[src/rtl/pipe_ctrl.sv]
// Pipeline hazard controller: jump redirect and flush, multi-cycle exe hold,
// load-use bubble insertion, with event counters and a sticky busy-timeout flag.
module pipe_ctrl #(
  parameter int FLUSH_CYCLES = 2,
  parameter int BUSY_TIMEOUT = 64
) (
  input  logic        clk,
  input  logic        rst,
  input  logic        jmp_en,
  input  logic [31:0] jmp_addr,
  input  logic        exe_busy,
  input  logic        exe_is_load,
  input  logic        exe_write_reg,
  input  logic [4:0]  exe_rd,
  input  logic [4:0]  id_rs1,
  input  logic [4:0]  id_rs2,
  input  logic        id_rs1_used,
  input  logic        id_rs2_used,
  output logic        pc_sel,
  output logic [31:0] pc_target,
  output logic        stall_pc,
  output logic        stall_if_id,
  output logic        stall_id_exe,
  output logic        flush_if_id,
  output logic        flush_id_exe,
  output logic [15:0] jmp_count,
  output logic [15:0] stall_count,
  output logic        err_timeout
);

  localparam int BW = $clog2(BUSY_TIMEOUT + 1);
  localparam logic [BW-1:0] BUSY_MAX   = BW'(BUSY_TIMEOUT);
  localparam logic [2:0]    FLUSH_LOAD = 3'(FLUSH_CYCLES - 1);

  typedef enum logic [1:0] {RUN, FLUSH, BUSY} state_t;

  state_t        r_state;
  logic [2:0]    r_flush_cnt;
  logic [BW-1:0] r_busy_cnt;
  logic [15:0]   r_jmp_count;
  logic [15:0]   r_stall_count;
  logic          r_err;

  state_t        w_state_nxt;
  logic [2:0]    w_flush_nxt;
  logic [BW-1:0] w_busy_nxt;
  logic          w_jmp_inc;
  logic          w_load_use;
  logic          w_pc_sel;
  logic [31:0]   w_pc_target;
  logic          w_stall_pc, w_stall_if_id, w_stall_id_exe;
  logic          w_flush_if_id, w_flush_id_exe;

  assign w_load_use = exe_is_load & exe_write_reg & (exe_rd != 5'd0) &
                      ((id_rs1_used & (id_rs1 == exe_rd)) |
                       (id_rs2_used & (id_rs2 == exe_rd)));

  always_comb begin
    w_state_nxt    = r_state;
    w_flush_nxt    = r_flush_cnt;
    w_busy_nxt     = r_busy_cnt;
    w_jmp_inc      = 1'b0;
    w_pc_sel       = 1'b0;
    w_pc_target    = 32'd0;
    w_stall_pc     = 1'b0;
    w_stall_if_id  = 1'b0;
    w_stall_id_exe = 1'b0;
    w_flush_if_id  = 1'b0;
    w_flush_id_exe = 1'b0;
    if (r_state == FLUSH) begin
      w_flush_if_id  = 1'b1;
      w_flush_id_exe = 1'b1;
      if (r_flush_cnt <= 3'd1) begin
        w_flush_nxt = 3'd0;
        w_state_nxt = RUN;
      end else begin
        w_flush_nxt = r_flush_cnt - 3'd1;
      end
    end else if (r_state == BUSY && exe_busy) begin
      w_stall_pc     = 1'b1;
      w_stall_if_id  = 1'b1;
      w_stall_id_exe = 1'b1;
      w_busy_nxt     = (r_busy_cnt >= BUSY_MAX) ? r_busy_cnt : r_busy_cnt + 1'b1;
    end else begin
      // RUN, or BUSY once exe releases: identical decision either way
      w_state_nxt = RUN;
      w_busy_nxt  = '0;
      if (jmp_en) begin
        w_pc_sel       = 1'b1;
        w_pc_target    = jmp_addr;
        w_flush_if_id  = 1'b1;
        w_flush_id_exe = 1'b1;
        w_flush_nxt    = FLUSH_LOAD;
        w_jmp_inc      = 1'b1;
        w_state_nxt    = (FLUSH_CYCLES > 1) ? FLUSH : RUN;
      end else if (exe_busy) begin
        w_stall_pc     = 1'b1;
        w_stall_if_id  = 1'b1;
        w_stall_id_exe = 1'b1;
        w_busy_nxt     = BW'(1);
        w_state_nxt    = BUSY;
      end else if (w_load_use) begin
        w_stall_pc     = 1'b1;
        w_stall_if_id  = 1'b1;
        w_flush_id_exe = 1'b1;
      end
    end
  end

  always_ff @(posedge clk or posedge rst) begin
    if (rst) begin
      r_state       <= RUN;
      r_flush_cnt   <= 3'd0;
      r_busy_cnt    <= '0;
      r_jmp_count   <= 16'd0;
      r_stall_count <= 16'd0;
      r_err         <= 1'b0;
    end else begin
      r_state     <= w_state_nxt;
      r_flush_cnt <= w_flush_nxt;
      r_busy_cnt  <= w_busy_nxt;
      if (w_jmp_inc && r_jmp_count != 16'hFFFF)
        r_jmp_count <= r_jmp_count + 16'd1;
      if (w_stall_pc && r_stall_count != 16'hFFFF)
        r_stall_count <= r_stall_count + 16'd1;
      if (w_busy_nxt == BUSY_MAX)
        r_err <= 1'b1;
    end
  end

  // Reset masks every control output combinationally, independent of inputs
  assign pc_sel       = w_pc_sel & ~rst;
  assign pc_target    = rst ? 32'd0 : w_pc_target;
  assign stall_pc     = w_stall_pc & ~rst;
  assign stall_if_id  = w_stall_if_id & ~rst;
  assign stall_id_exe = w_stall_id_exe & ~rst;
  assign flush_if_id  = w_flush_if_id & ~rst;
  assign flush_id_exe = w_flush_id_exe & ~rst;
  assign jmp_count    = r_jmp_count;
  assign stall_count  = r_stall_count;
  assign err_timeout  = r_err;

endmodule

[config.mk]
export PLATFORM = sky130hd
export DESIGN_NAME = pipe_ctrl
export DESIGN_NICKNAME = d
export VERILOG_FILES = /design/src/rtl/pipe_ctrl.sv
export SDC_FILE = /design/constraint.sdc
export NUM_CORES = 1
export LEC_CHECK = 0
export ABC_AREA = 1
export ABC_CLOCK_PERIOD_IN_PS = 2300
export BUFFER_PORTS_ARGS = -buffer_cell sky130_fd_sc_hd__buf_2
export CORE_MARGIN = 2
export CORE_UTILIZATION = 44
export CTS_CLUSTER_DIAMETER = 100
export DETAILED_ROUTE_END_ITERATION = 10
export PLACE_DENSITY = 0.85
export SLEW_MARGIN = 15
export SYNTH_ARGS = -nofsm -noshare
export SYNTH_HDL_FRONTEND = slang
export SYNTH_SLANG_ARGS = --single-unit
[constraint.sdc]
create_clock -name clk -period 2.3 [get_ports clk]
set_input_delay 0.575 -clock clk [delete_from_list [all_inputs] [get_ports clk]]
set_output_delay 0.575 -clock clk [all_outputs]
set_load 0.02 [all_outputs]
==> results.sh <==
export IMPL_status="finished, violations left"
export IMPL_violations="setup timing"
export IMPL_path_cells="inv_2, nor2_2, nand2_2, nand2_2, nor2_4, inv_2, nor2_4, inv_4, clkbuf_16, nor2_4, buf_6"
export IMPL_setup_violations=1
export IMPL_hold_class="flip-flop to flip-flop"
export IMPL_drive_gt1_share_pct=32.5
export IMPL_top_level_ports=126
export IMPL_die_h_um=88.2
export IMPL_grt_setup_unrepaired="true"
export IMPL_path_clk_slew_ps=80
export IMPL_path_class="flip-flop to output port"
export IMPL_power_total_uw=3070
export IMPL_critPathLaunchType="flip-flop"
export IMPL_dieArea_um2=7790
export IMPL_netlist_area_um2=3120
export IMPL_design_area_um2=4480
export IMPL_place_congestion=0.903
export IMPL_place_ws_ps=3.83
export IMPL_cts_buffers=5
export IMPL_final_seq_area_um2=1130
export IMPL_synthCells=471
export IMPL_synth_cell_types=28
export IMPL_p_per_area_nw_per_um2=685
export IMPL_insertion_delay_ps=300
export IMPL_dp_cells=691
export IMPL_arrival_ps=1730
export IMPL_synth_edff_count=0
export IMPL_wl_um=8700
export IMPL_syn_area_per_cell_um2=6.63
export IMPL_drv_slew=0
export IMPL_slowest_delay_ps=380
export IMPL_antenna_left=0
export IMPL_overflow=0
export IMPL_route_detailed_drc=0
export IMPL_cap_viol_max_count=0
export IMPL_synth_most_common_cell="nand2_1"
export IMPL_dp_hpwl_um=6250
export IMPL_grt_usage_pct=21.0
export IMPL_hold_buffers=0
export IMPL_finalClockSkew_ps=12.4
export IMPL_cts_tree="built"
export IMPL_routed_via_density=4.82
export IMPL_port_buffers=125
export IMPL_p_leak_uw=0.00250
export IMPL_cts_sinks=45
export IMPL_vdd_drop_max_mv=0.834
export IMPL_cts_max_level=2
export IMPL_yosys_area_top_type="dfrtp_1"
export IMPL_setup_ws_ps=-1.18
export IMPL_diodes=0
export IMPL_final_nets=665
export IMPL_synth_seq_cells=45
export IMPL_path_max_fanout=8
export IMPL_synthTopCellsByCount="nand2_1, inv_1, nor2_1"
export IMPL_synth_async_sr_flop_share_pct=100
export IMPL_reg2reg_slack_ps=280
export IMPL_synth_top_area_share_pct=36.1
export IMPL_initial_core_util_pct=45.7
export IMPL_crit_path_top_delay_cell="dfrtp_1"
export IMPL_cts_root_buf="clkbuf_8"
export IMPL_slew_headroom_pct=62.3
export IMPL_die_width_um=88.2
export IMPL_tightest_slew_ps=565
export IMPL_endpoint_kind="output port"
export IMPL_synth_area_top_cells="dfrtp_1, nand2_1, inv_1, nor2_1, nand4_1"
export IMPL_cp_common_cell="nor2_4"
export IMPL_grt_max_degree=46
export IMPL_grt_pass1_wl_um=13300
export IMPL_drt_iter0_markers=149
export IMPL_hold_viol_final=0
export IMPL_core_area_um2=6830
export IMPL_rows=30
export IMPL_synth_nets=531
export IMPL_post_route_min_period_ps=2300
export IMPL_antenna_found_initial=0
export IMPL_yosys_warnings=0
export IMPL_multi_input_comb_area_um2=1800
export IMPL_syn_to_final_growth_pct=43.5
export IMPL_grt_pass1_vias=3241
export IMPL_seq_area_frac_synth_pct=36.1
export IMPL_wl_per_cell_um=12.4
export IMPL_period_share_pct=100
export IMPL_crit_required_ps=1730
export IMPL_vias=3387
export IMPL_synthFlopType="dfrtp_1"
export IMPL_fin_setup_tns_ps=-1.18
export IMPL_drt_pass1_iter_count=4
export IMPL_nFillCells=593
export IMPL_finalNonFillerCells=702
export IMPL_max_freq_mhz=435
export IMPL_clk_path_buf_depth=2
export IMPL_placed_cell_area_um2=4010
[state kept, by name, summed over array words and instances, names as in the netlist]
name	count
r_flush_cnt	3
err_timeout	1
r_state	2
jmp_count	16
stall_count	16
r_busy_cnt	7
[per-layer routing]
metal  part of all wire (%)  up-vias  global-route usage (%)
met3                    4.6       11                    4.76
met2                     54       92                    38.5
met4                    1.1        0                    4.82
met1                     41     1581                    24.9
met5                      0        -                       0
li1                       -     1703                       -
[through the flow]
step	hold slack [ps]	utilization, %
floorplan	445	-
global placement	446	58.7
detailed placement	462	58.7
CTS	478	61.4
global route	499	65.6
finish	475	65.6
[worst paths after layout]
kind	cells after the start	start	end
min in group asynchronous	3	rst	stall_count[15]$_DFFE_PP0P_
max reg2reg	9	stall_count[0]$_DFFE_PP0P_	stall_count[11]$_DFFE_PP0P_
max	11	r_state[1]$_DFFE_PP0P_	pc_target[15]
min reg2reg	1	r_flush_cnt[2]$_DFFE_PP0P_	r_flush_cnt[2]$_DFFE_PP0P_
min	1	r_flush_cnt[2]$_DFFE_PP0P_	r_flush_cnt[2]$_DFFE_PP0P_
max in group asynchronous	3	rst	jmp_count[15]$_DFFE_PP0P_
[power breakdown]
part	total [µW]	internal (µW)	switching [µW]	leakage, µW
sequential	1090	928	164	0.000570
combinational	1270	482	784	0.00186
clock	711	432	279	0.0000681
[area by class of cell]
class / count / area share, %
Tap cell: 96 / 2.68
Sequential cell: 45 / 25.1
Timing Repair Buffer: 136 / 21.0
Clock buffer: 5 / 1.54
Multi-Input combinational cell: 321 / 40.1
Clock inverter: 3 / 1.45
Inverter: 96 / 8.18
[what timing repair did]
item                                    4_1_cts  5_1_grt
setup buffers                                 2        0
gates cloned                                  0        1
pin swaps                                     0        7
gates resized for setup                      14       82
endpoints found under the setup margin       32       34
[placed cells by master (no fill, tap or decap), types with 3 or more instances in the layout]
cell type / n
a21oi_1: 6
nand2_1: 121
nand2_2: 4
nor3_1: 6
nand3_1: 24
nor2_1: 42
buf_4: 14
inv_1: 90
dfrtp_1: 45
inv_2: 4
clkbuf_8: 5
xnor2_1: 8
nand3b_1: 3
nor2_4: 23
nor2_2: 15
buf_6: 28
xor2_1: 17
nand4_1: 25
ha_1: 5
buf_2: 91
o21ai_0: 13
[critical path, delay by kind of cell, from the launching register on]
| kind | cells | cell delay, ps |
|---|---|---|
| flip-flops | 1 | 380 |
| AND/OR/NAND/NOR | 6 | 560 |
| buffers and inverters | 5 | 500 |
[logic make-up (layout without fill, tap and decap cells)]
| logic type | count (synthesis) | count (layout) | share of synthesized area (%) |
|---|---|---|---|
| xor+xnor | 25 | 25 | 7.01 |
| buf+inv | 105 | 240 | 13.3 |
| fa+ha+maj | 5 | 5 | 2.00 |
| simple gates | 267 | 267 | 37.5 |
| compound gates | 24 | 24 | 4.17 |
| flops | 45 | 45 | 36.1 |
(Power assumes the default switching activity.)
